### src/rtl/multi_cycle_hazard_scoreboard.sv
// Per-register countdown scoreboard producing decode stall and bypass selects.
// Optional saturating performance counters are enabled by defining HAZARD_PERF_COUNTERS_EN.
module multi_cycle_hazard_scoreboard #(
  parameter int CORE          = 0,
  parameter int REG_BITS      = 5,
  parameter int BYPASS_STAGES = 3,
  parameter int MAX_LATENCY   = 7,
  parameter int LAT_BITS      = $clog2(MAX_LATENCY + 1),
  parameter int SEL_BITS      = $clog2(BYPASS_STAGES + 1),
  parameter int PERF_BITS     = 32
) (
  input  logic                              clock,
  input  logic                              reset,
  input  logic                              issue_valid,
  input  logic [REG_BITS-1:0]               rs1,
  input  logic [REG_BITS-1:0]               rs2,
  input  logic                              rs1_read,
  input  logic                              rs2_read,
  input  logic [REG_BITS-1:0]               rd_decode,
  input  logic                              regWrite_decode,
  input  logic [LAT_BITS-1:0]               latency_decode,
  input  logic [BYPASS_STAGES*REG_BITS-1:0] rd_stage,
  input  logic [BYPASS_STAGES-1:0]          regWrite_stage,
  input  logic                              kill_execute,
  output logic                              stall_decode,
  output logic [SEL_BITS-1:0]               rs1_bypass,
  output logic [SEL_BITS-1:0]               rs2_bypass,
  output logic [PERF_BITS-1:0]              stall_cycles,
  output logic [PERF_BITS-1:0]              bypass_events
);

  localparam int NUM_REGS = 1 << REG_BITS;
  localparam logic [LAT_BITS-1:0] MAX_LAT = LAT_BITS'(MAX_LATENCY);

  logic [LAT_BITS-1:0] pending_r [NUM_REGS];
  logic [REG_BITS-1:0] last_rd_r;
  logic                last_valid_r;

  logic                rs1_busy;
  logic                rs2_busy;
  logic                issue_accept;
  logic                issue_write;
  logic [LAT_BITS-1:0] lat_sat;
  logic                unused_core;

  assign unused_core = ^CORE;

  // Lowest-index matching stage wins, so the search runs from the far end down.
  function automatic logic [SEL_BITS-1:0] bypass_sel(
    input logic [REG_BITS-1:0]               rs,
    input logic                              rs_en,
    input logic [BYPASS_STAGES*REG_BITS-1:0] rds,
    input logic [BYPASS_STAGES-1:0]          wes
  );
    logic [SEL_BITS-1:0] sel;
    sel = '0;
    if (rs_en && (rs != '0)) begin
      for (int k = BYPASS_STAGES - 1; k >= 0; k--) begin
        if (wes[k] && (rds[k*REG_BITS +: REG_BITS] == rs)) begin
          sel = SEL_BITS'(k + 1);
        end else begin
          sel = sel;
        end
      end
    end else begin
      sel = '0;
    end
    return sel;
  endfunction

  // Stall, acceptance and bypass selects from registered state and current inputs.
  always_comb begin
    rs1_busy = 1'b0;
    rs2_busy = 1'b0;
    if (rs1_read && (rs1 != '0)) begin
      rs1_busy = (pending_r[rs1] != '0);
    end else begin
      rs1_busy = 1'b0;
    end
    if (rs2_read && (rs2 != '0)) begin
      rs2_busy = (pending_r[rs2] != '0);
    end else begin
      rs2_busy = 1'b0;
    end
    stall_decode = issue_valid && (rs1_busy || rs2_busy);
    issue_accept = issue_valid && !stall_decode;
    issue_write  = issue_accept && regWrite_decode && (rd_decode != '0);
    if (latency_decode > MAX_LAT) begin
      lat_sat = MAX_LAT;
    end else begin
      lat_sat = latency_decode;
    end
    rs1_bypass = bypass_sel(rs1, rs1_read, rd_stage, regWrite_stage);
    rs2_bypass = bypass_sel(rs2, rs2_read, rd_stage, regWrite_stage);
  end

  // Scoreboard countdown: new issue beats kill, kill beats decrement.
  always_ff @(posedge clock or negedge reset) begin
    if (!reset) begin
      for (int r = 0; r < NUM_REGS; r++) begin
        pending_r[r] <= '0;
      end
      last_rd_r    <= '0;
      last_valid_r <= 1'b0;
    end else begin
      for (int r = 0; r < NUM_REGS; r++) begin
        if (issue_write && (rd_decode == REG_BITS'(r))) begin
          pending_r[r] <= lat_sat;
        end else if (kill_execute && last_valid_r && (last_rd_r == REG_BITS'(r))) begin
          pending_r[r] <= '0;
        end else if (pending_r[r] != '0) begin
          pending_r[r] <= pending_r[r] - LAT_BITS'(1);
        end else begin
          pending_r[r] <= pending_r[r];
        end
      end
      last_rd_r    <= rd_decode;
      last_valid_r <= issue_write;
    end
  end

`ifdef HAZARD_PERF_COUNTERS_EN
  logic [PERF_BITS-1:0] stall_cnt_r;
  logic [PERF_BITS-1:0] bypass_cnt_r;

  // Saturating event counters.
  always_ff @(posedge clock or negedge reset) begin
    if (!reset) begin
      stall_cnt_r  <= '0;
      bypass_cnt_r <= '0;
    end else begin
      if (issue_valid && stall_decode && (stall_cnt_r != '1)) begin
        stall_cnt_r <= stall_cnt_r + PERF_BITS'(1);
      end else begin
        stall_cnt_r <= stall_cnt_r;
      end
      if (issue_accept && ((rs1_bypass != '0) || (rs2_bypass != '0)) &&
          (bypass_cnt_r != '1)) begin
        bypass_cnt_r <= bypass_cnt_r + PERF_BITS'(1);
      end else begin
        bypass_cnt_r <= bypass_cnt_r;
      end
    end
  end

  assign stall_cycles  = stall_cnt_r;
  assign bypass_events = bypass_cnt_r;
`else
  assign stall_cycles  = '0;
  assign bypass_events = '0;
`endif

endmodule

### config.mk
export PLATFORM = sky130hd
export DESIGN_NAME = multi_cycle_hazard_scoreboard
export DESIGN_NICKNAME = d
export VERILOG_FILES = /design/src/rtl/multi_cycle_hazard_scoreboard.sv
export SDC_FILE = /design/constraint.sdc
export NUM_CORES = 1
export LEC_CHECK = 0
export ABC_AREA = 0
export CORE_MARGIN = 2
export CORE_UTILIZATION = 57
export DETAILED_ROUTE_END_ITERATION = 8
export PLACE_DENSITY = 0.82
export SLEW_MARGIN = 40
export SYNTH_ARGS = -nofsm -noshare
export SYNTH_HDL_FRONTEND = slang
export SYNTH_SLANG_ARGS = --single-unit
### constraint.sdc
create_clock -name clock -period 3.79 [get_ports clock]
set_input_delay 0.5685 -clock clock [delete_from_list [all_inputs] [get_ports clock]]
set_output_delay 0.5685 -clock clock [all_outputs]
set_load 0.005 [all_outputs]
==> impl_metrics.tcl, run 1 <==
set metrics [dict create \
    use_met1 0.348 \
    crit_path_max_incr_delay_ps 480 \
    cts.htree.levels 3 \
    die_h_um 128 \
    antenna_found_initial 0 \
    end_kind "output pin" \
    core_um2 15100 \
    synthArstFlopShare 1.00 \
    die_area_um2 16500 \
    hold_buffers 0 \
    crit_top_cell "buf_4" \
    use_met3 0.0532 \
    met2_usage 0.453 \
    grt_util_all_layers 0.270 \
    critPathLaunchType "input pin" \
    clkSlewWorstSetupHoldPaths_ps 60 \
    yosysMostFrequentCell "nor2_1" \
    layout.nets 1175 \
    power_mw 7.14 \
    cp_data_arrival_time_ps 3120 \
    grt_pass1_wl_mm 35.1 \
    cts_tree "done" \
    cellLeakagePower_nw 4.52 \
    cp.required_ps 3220 \
    antenna_cells 0 \
    peakVddDrop_uv 331 \
    syn_area_um2 8830 \
    synth_seq_area_share 0.289 \
    port_buffers 47 \
    grt.busiest_layer "met2" \
    multi_input_area_um2 5590 \
    cp_num_buf_inv 4 \
    slew_violations 0 \
    first_global_vias 7058 \
    dp_hpwl_mm 15.8 \
    cts.sinks 102 \
    ant_nets 0 \
    drive_above_1_share 0.0988 \
    synth_area_per_cell_um2 8.69 \
    setup-violations-final 0 \
    final_util 0.646 \
    synthTopCellsByArea "dfrtp_1, mux2_1, ha_1" \
    status "complete, no violations" \
    root_buffer "clkbuf_16" \
    synth_top_area_share 0.289 \
    relSlewSlack 0.404 \
    hp-class "in2async" \
    io_pins 112 \
    crit_slowest_cell "mux4_2" \
    die_x_um 128 \
    clock_latency_ps 360 \
    path_cells "dlygate4sd2_1, buf_4, nor4_1, a41oi_1, mux4_2, nor3b_1, buf_4, nor4b_4, or2_2, and2_1, clkdlybuf4s50_1" \
    vias_per_cell 5.76 \
    clock_skew_ps 11.0 \
    synth_edf_count 0 \
    grt_max_degree 103 \
    stdcell_count 1261 \
    area_delta_synth_final_pct 10.8 \
    path_class "in2out" \
    cts_buffers 9 \
    gr-total-overflow 0 \
    routed_wl_mm 21.9 \
    vias 7269 \
    start_util 0.583 \
    synth.ff_latch_count 102 \
    wl_per_cell_um 17.4 \
    drc 0 \
    worstPathMaxFanout 9 \
    clockBufferDepth 2 \
    period_needed_ps 3690 \
    post-route-period-util 0.974 \
    register_area_um2 2550 \
    clock.fmax_ghz 0.271 \
    crit_family "buffers and inverters" \
    worstMarginPinSlew_ps 881 \
    power_density_nw_per_um2 730 \
    synth_top_cell_by_area "dfrtp_1" \
    gp_congestion 0.915 \
    synthFlopType "dfrtp_1" \
    synth_cell_type_count 54 \
    drt_iter0_drc 571 \
    hold_violations 0 \
    placedCellCount 1241 \
    fillers 1248 \
    yosysWarnings 0 \
    std_cell_rows 45 \
    syn_inst 1016 \
    dr.pass1.iters 6 \
    drv_cap 0 \
    synth_common_cells "nor2_1, dfrtp_1, inv_1, mux2_1, buf_4" \
]
==> cells in the final DEF, fill, tap and decap left out, types with 3 or more instances in the layout <==
master,instances
nor2_1,196
dfrtp_1,102
inv_1,88
mux2_1,87
ha_1,64
conb_1,64
a21oi_1,53
nand2_1,46
xor2_1,46
clkdlybuf4s50_1,39
nor3_1,37
buf_4,29
nor3_2,20
nand2b_1,19
nor4_1,18
xnor2_1,16
a211oi_1,15
mux2i_1,10
nor3_4,10
clkbuf_16,10
mux4_2,8
mux2_2,8
nand3_1,7
nor3b_1,5
and3_1,5
dlymetal6s2s_1,5
nor2b_1,4
or3_1,4
nor4b_2,3
a211o_1,3
o311ai_0,3
==> state kept, by name, summed over array words and instances (netlist names) <==
signal	cells
last_rd_r	5
pending_r	96
last_valid_r	1
==> metal layers <==
layer | up-vias | share of wire
met4 | 0 | 0.026
met2 | 328 | 0.47
met3 | 65 | 0.075
li1 | 3419 | -
met1 | 3457 | 0.42
met5 | - | 0
==> per-stage QoR <==
stage	setup slack, ps	hold WS [ps]	instance area [um2]	setup TNS [ps]
final	99.4	246	9780	0
after global routing	-11.8	323	9780	-11.8
after CTS	5.51	304	9660	0
after detailed placement	-77.4	596	9340	-77.4
after global placement	-52.8	597	9340	-52.8
after floorplan	700	273	9070	0
==> path summary, 6_finish.rpt <==
kind	startpoint	to	slack [ps]	cells after the start
worst max-delay path	rs2[1]	stall_decode	100	11
worst min-delay path	reset	pending_r[65]$_DFFE_PN0P_	250	2
worst max register to register	pending_r[64]$_DFFE_PN0P_	pending_r[2]$_DFFE_PN0P_	630	9
worst min register to register	pending_r[95]$_DFFE_PN0P_	pending_r[95]$_DFFE_PN0P_	610	2
max in group asynchronous	reset	pending_r[47]$_DFFE_PN0P_	3070	2
min in group clock	pending_r[95]$_DFFE_PN0P_	pending_r[95]$_DFFE_PN0P_	610	2
==> final cells by class <==
cell class	count	share of cell area
clock inverter	4	0.00716
clock buffer	12	0.0252
multi-input combinational	788	0.572
timing repair buffer	78	0.0766
sequential	102	0.261
inverter	89	0.0345
tap	188	0.0240
==> timing repair <==
action | CTS | global route
gates cloned | 0 | 1
pin swaps | 0 | 1
endpoints found under the setup margin | 1 | 1
buffers inserted | 0 | 3
gates resized for setup | 2 | 18
==> power by group <==
| group | total (mW) | switching (mW) | internal (mW) | leakage [nW] |
|---|---|---|---|---|
| combinational | 3.82 | 1.95 | 1.87 | 3.16 |
| clock | 1.02 | 0.424 | 0.596 | 0.157 |
| sequential | 2.30 | 0.622 | 1.68 | 1.21 |
==> logic make-up (layout without fill, tap and decap cells) <==
group | Yosys count | after routing | synth area share
buf+inv | 189 | 183 | 0.112
xor+xnor | 62 | 62 | 0.0615
compound gates | 96 | 96 | 0.0689
fa+ha+maj | 64 | 64 | 0.0907
mux | 113 | 113 | 0.153
other cells | 1 | 64 | 0.000425
flops | 102 | 102 | 0.289
simple gates | 389 | 389 | 0.225
No activity file was read; power rests on OpenSTA's default activity.
==> inputs of run 2 (changes only) <==
- CORE_ASPECT_RATIO: default -> 1.4
==> run 2 against run 1 <==
The run now ends with design-rule violations left. Utilization is 0.61 points higher. Largest cell class unchanged. Clock skew is 2.1 ps lower. Combinational power hardly changed. Setup slack worse by 23 ps.
==> impl_metrics.tcl, run 2 (synthesized netlist as in run 1, its figures left out) <==
set metrics [dict create \
    status "finished, violations left" \
    failed_checks "design-rule violations" \
    grt_max_degree 75 \
    gr-total-overflow 0 \
    critPathLaunchType "input pin" \
    cellLeakagePower_nw 4.54 \
    std_cell_rows 53 \
    clock_skew_ps 8.94 \
    peakVddDrop_uv 308 \
    crit_top_cell "clkdlybuf4s50_1" \
    gp_congestion 0.911 \
    port_buffers 47 \
    cp_data_arrival_time_ps 3150 \
    largest_reg_flops 96 \
    start_util 0.584 \
    cts.htree.levels 3 \
    end_kind "output pin" \
    die_h_um 151 \
    io_pins 112 \
    crit_path_max_incr_delay_ps 490 \
    vias_per_cell 5.75 \
    power_density_nw_per_um2 720 \
    clockBufferDepth 2 \
    antenna_found_initial 1 \
    finalWorstSetupSlack_ps 76.1 \
    wl_per_cell_um 17.1 \
    wl_met3_mm 1.37 \
    drv_cap 0 \
    first_global_vias 7160 \
    hold_violations 0 \
    root_buffer "clkbuf_16" \
    cts_tree "done" \
    worstMarginPinSlew_ps 730 \
    clock_latency_ps 360 \
    final_util 0.652 \
    fillers 1233 \
    vias 7343 \
    dr.pass1.iters 7 \
    top_regs "pending_r: 96 flops, last_rd_r: 5 flops, last_valid_r: 1 flops" \
    cts_buffers 9 \
    top_layer "met4" \
    cts.sinks 102 \
    drt_iter0_drc 512 \
    cp.required_ps 3220 \
    grt_util_all_layers 0.269 \
    layout.nets 1185 \
    mostFrequentLayoutCells "nor2_1, dfrtp_1, inv_1, mux2_1" \
    met1_length_mm 8.20 \
    path_cells "clkdlybuf4s50_1, buf_12, buf_4, a211oi_1, a221oi_1, a32oi_1, nor4b_4, or2_4, and2_1, clkdlybuf4s50_1" \
    slew_violations 0 \
    relSlewSlack 0.513 \
    setup-violations-final 0 \
    rsz0062_at_grt "false" \
    grt_pass1_wl_mm 34.4 \
    regMostFlops "pending_r" \
    die_x_um 109 \
    final_common_cell "nor2_1" \
    ant_nets 0 \
    post-route-period-util 0.980 \
    die_area_um2 16500 \
    hold_ws_ps 224 \
    hold_buffers 0 \
    clock.fmax_ghz 0.269 \
    multi_input_area_um2 5600 \
    clkSlewWorstSetupHoldPaths_ps 70 \
    hp-class "in2async" \
    dp_slack_ps -121 \
    power_mw 7.10 \
    routed_wl_mm 21.8 \
    stdcell_count 1276 \
    core_um2 15100 \
    path_class "in2out" \
    placedCellCount 1254 \
    dp_hpwl_mm 16.2 \
    register_area_um2 2550 \
    period_needed_ps 3710 \
    drc 1 \
    drive_above_1_share 0.109 \
    crit_slowest_cell "clkdlybuf4s50_1" \
    area_delta_synth_final_pct 11.7 \
    routed-wl-met2_mm 11.3 \
    worstPathMaxFanout 11 \
]
==> run 2: changes by cell type in the layout (fill, tap and decap cells not counted), moves of 2 or more <==
cell	change
buf_4	+8
clkdlybuf4s50_1	+4
dlymetal6s2s_1	-3
nor4_2	+3
buf_6	+2
clkbuf_1	-2
nor4_1	-2
==> run 2: worst max-delay path: cells and delay by family <==
| kind | cells | cell delay (ps) |
|---|---|---|
| buffers and inverters | 4 | 1250 |
| and+or+nand+nor | 3 | 600 |
| AOI/OAI and AO/OA | 3 | 710 |
==> run 2: routing by layer <==
layer  global-route usage  up-vias
li1                     -     3457
met5                    0        -
met2                0.473      312
met3               0.0435       76
met1                0.313     3498
met4                0.140        0
==> run 2: worst paths after layout <==
path                       cells past startpoint                       from                        end  slack [ps]
setup / recovery                              10                     rs2[2]               stall_decode          80
hold / removal                                 1                      reset  pending_r[86]$_DFFE_PN0P_         220
setup reg to reg                              10  pending_r[61]$_DFFE_PN0P_  pending_r[58]$_DFFE_PN0P_         580
hold reg to reg                                2  pending_r[93]$_DFFE_PN0P_  pending_r[93]$_DFFE_PN0P_         610
max in group asynchronous                      2                      reset   pending_r[3]$_DFFE_PN0P_        2860
min in group clock                             2  pending_r[93]$_DFFE_PN0P_  pending_r[93]$_DFFE_PN0P_         610
==> run 2: metrics by stage <==
step                cell area [um2]  TNS, ps
floorplan                      9070        0
global placement               9430    -34.3
detailed placement             9440     -121
CTS                            9780        0
global route                   9860        0
finish                         9860        0
==> run 2: timing repair <==
action,4_1_cts,5_1_grt
setup endpoints to repair,1,1
resized for setup,8,10
pin swaps,0,2
hold endpoints to repair,0,0
buffers inserted,0,5
==> run 2: cell type report <==
type                    count  area share
flip-flops and latches    102       0.259
clock buffers              10      0.0242
repair buffers             88      0.0836
clock inverters             6     0.00711
diodes                      1    0.000254
well taps                 192      0.0244
multi-input cells         788       0.568
inverters                  89      0.0339
==> run 2: where the power goes <==
part	switching (mW)	internal, mW	total, mW
Sequential	0.590	1.68	2.27
Combinational	1.95	1.89	3.85
Clock	0.446	0.535	0.982
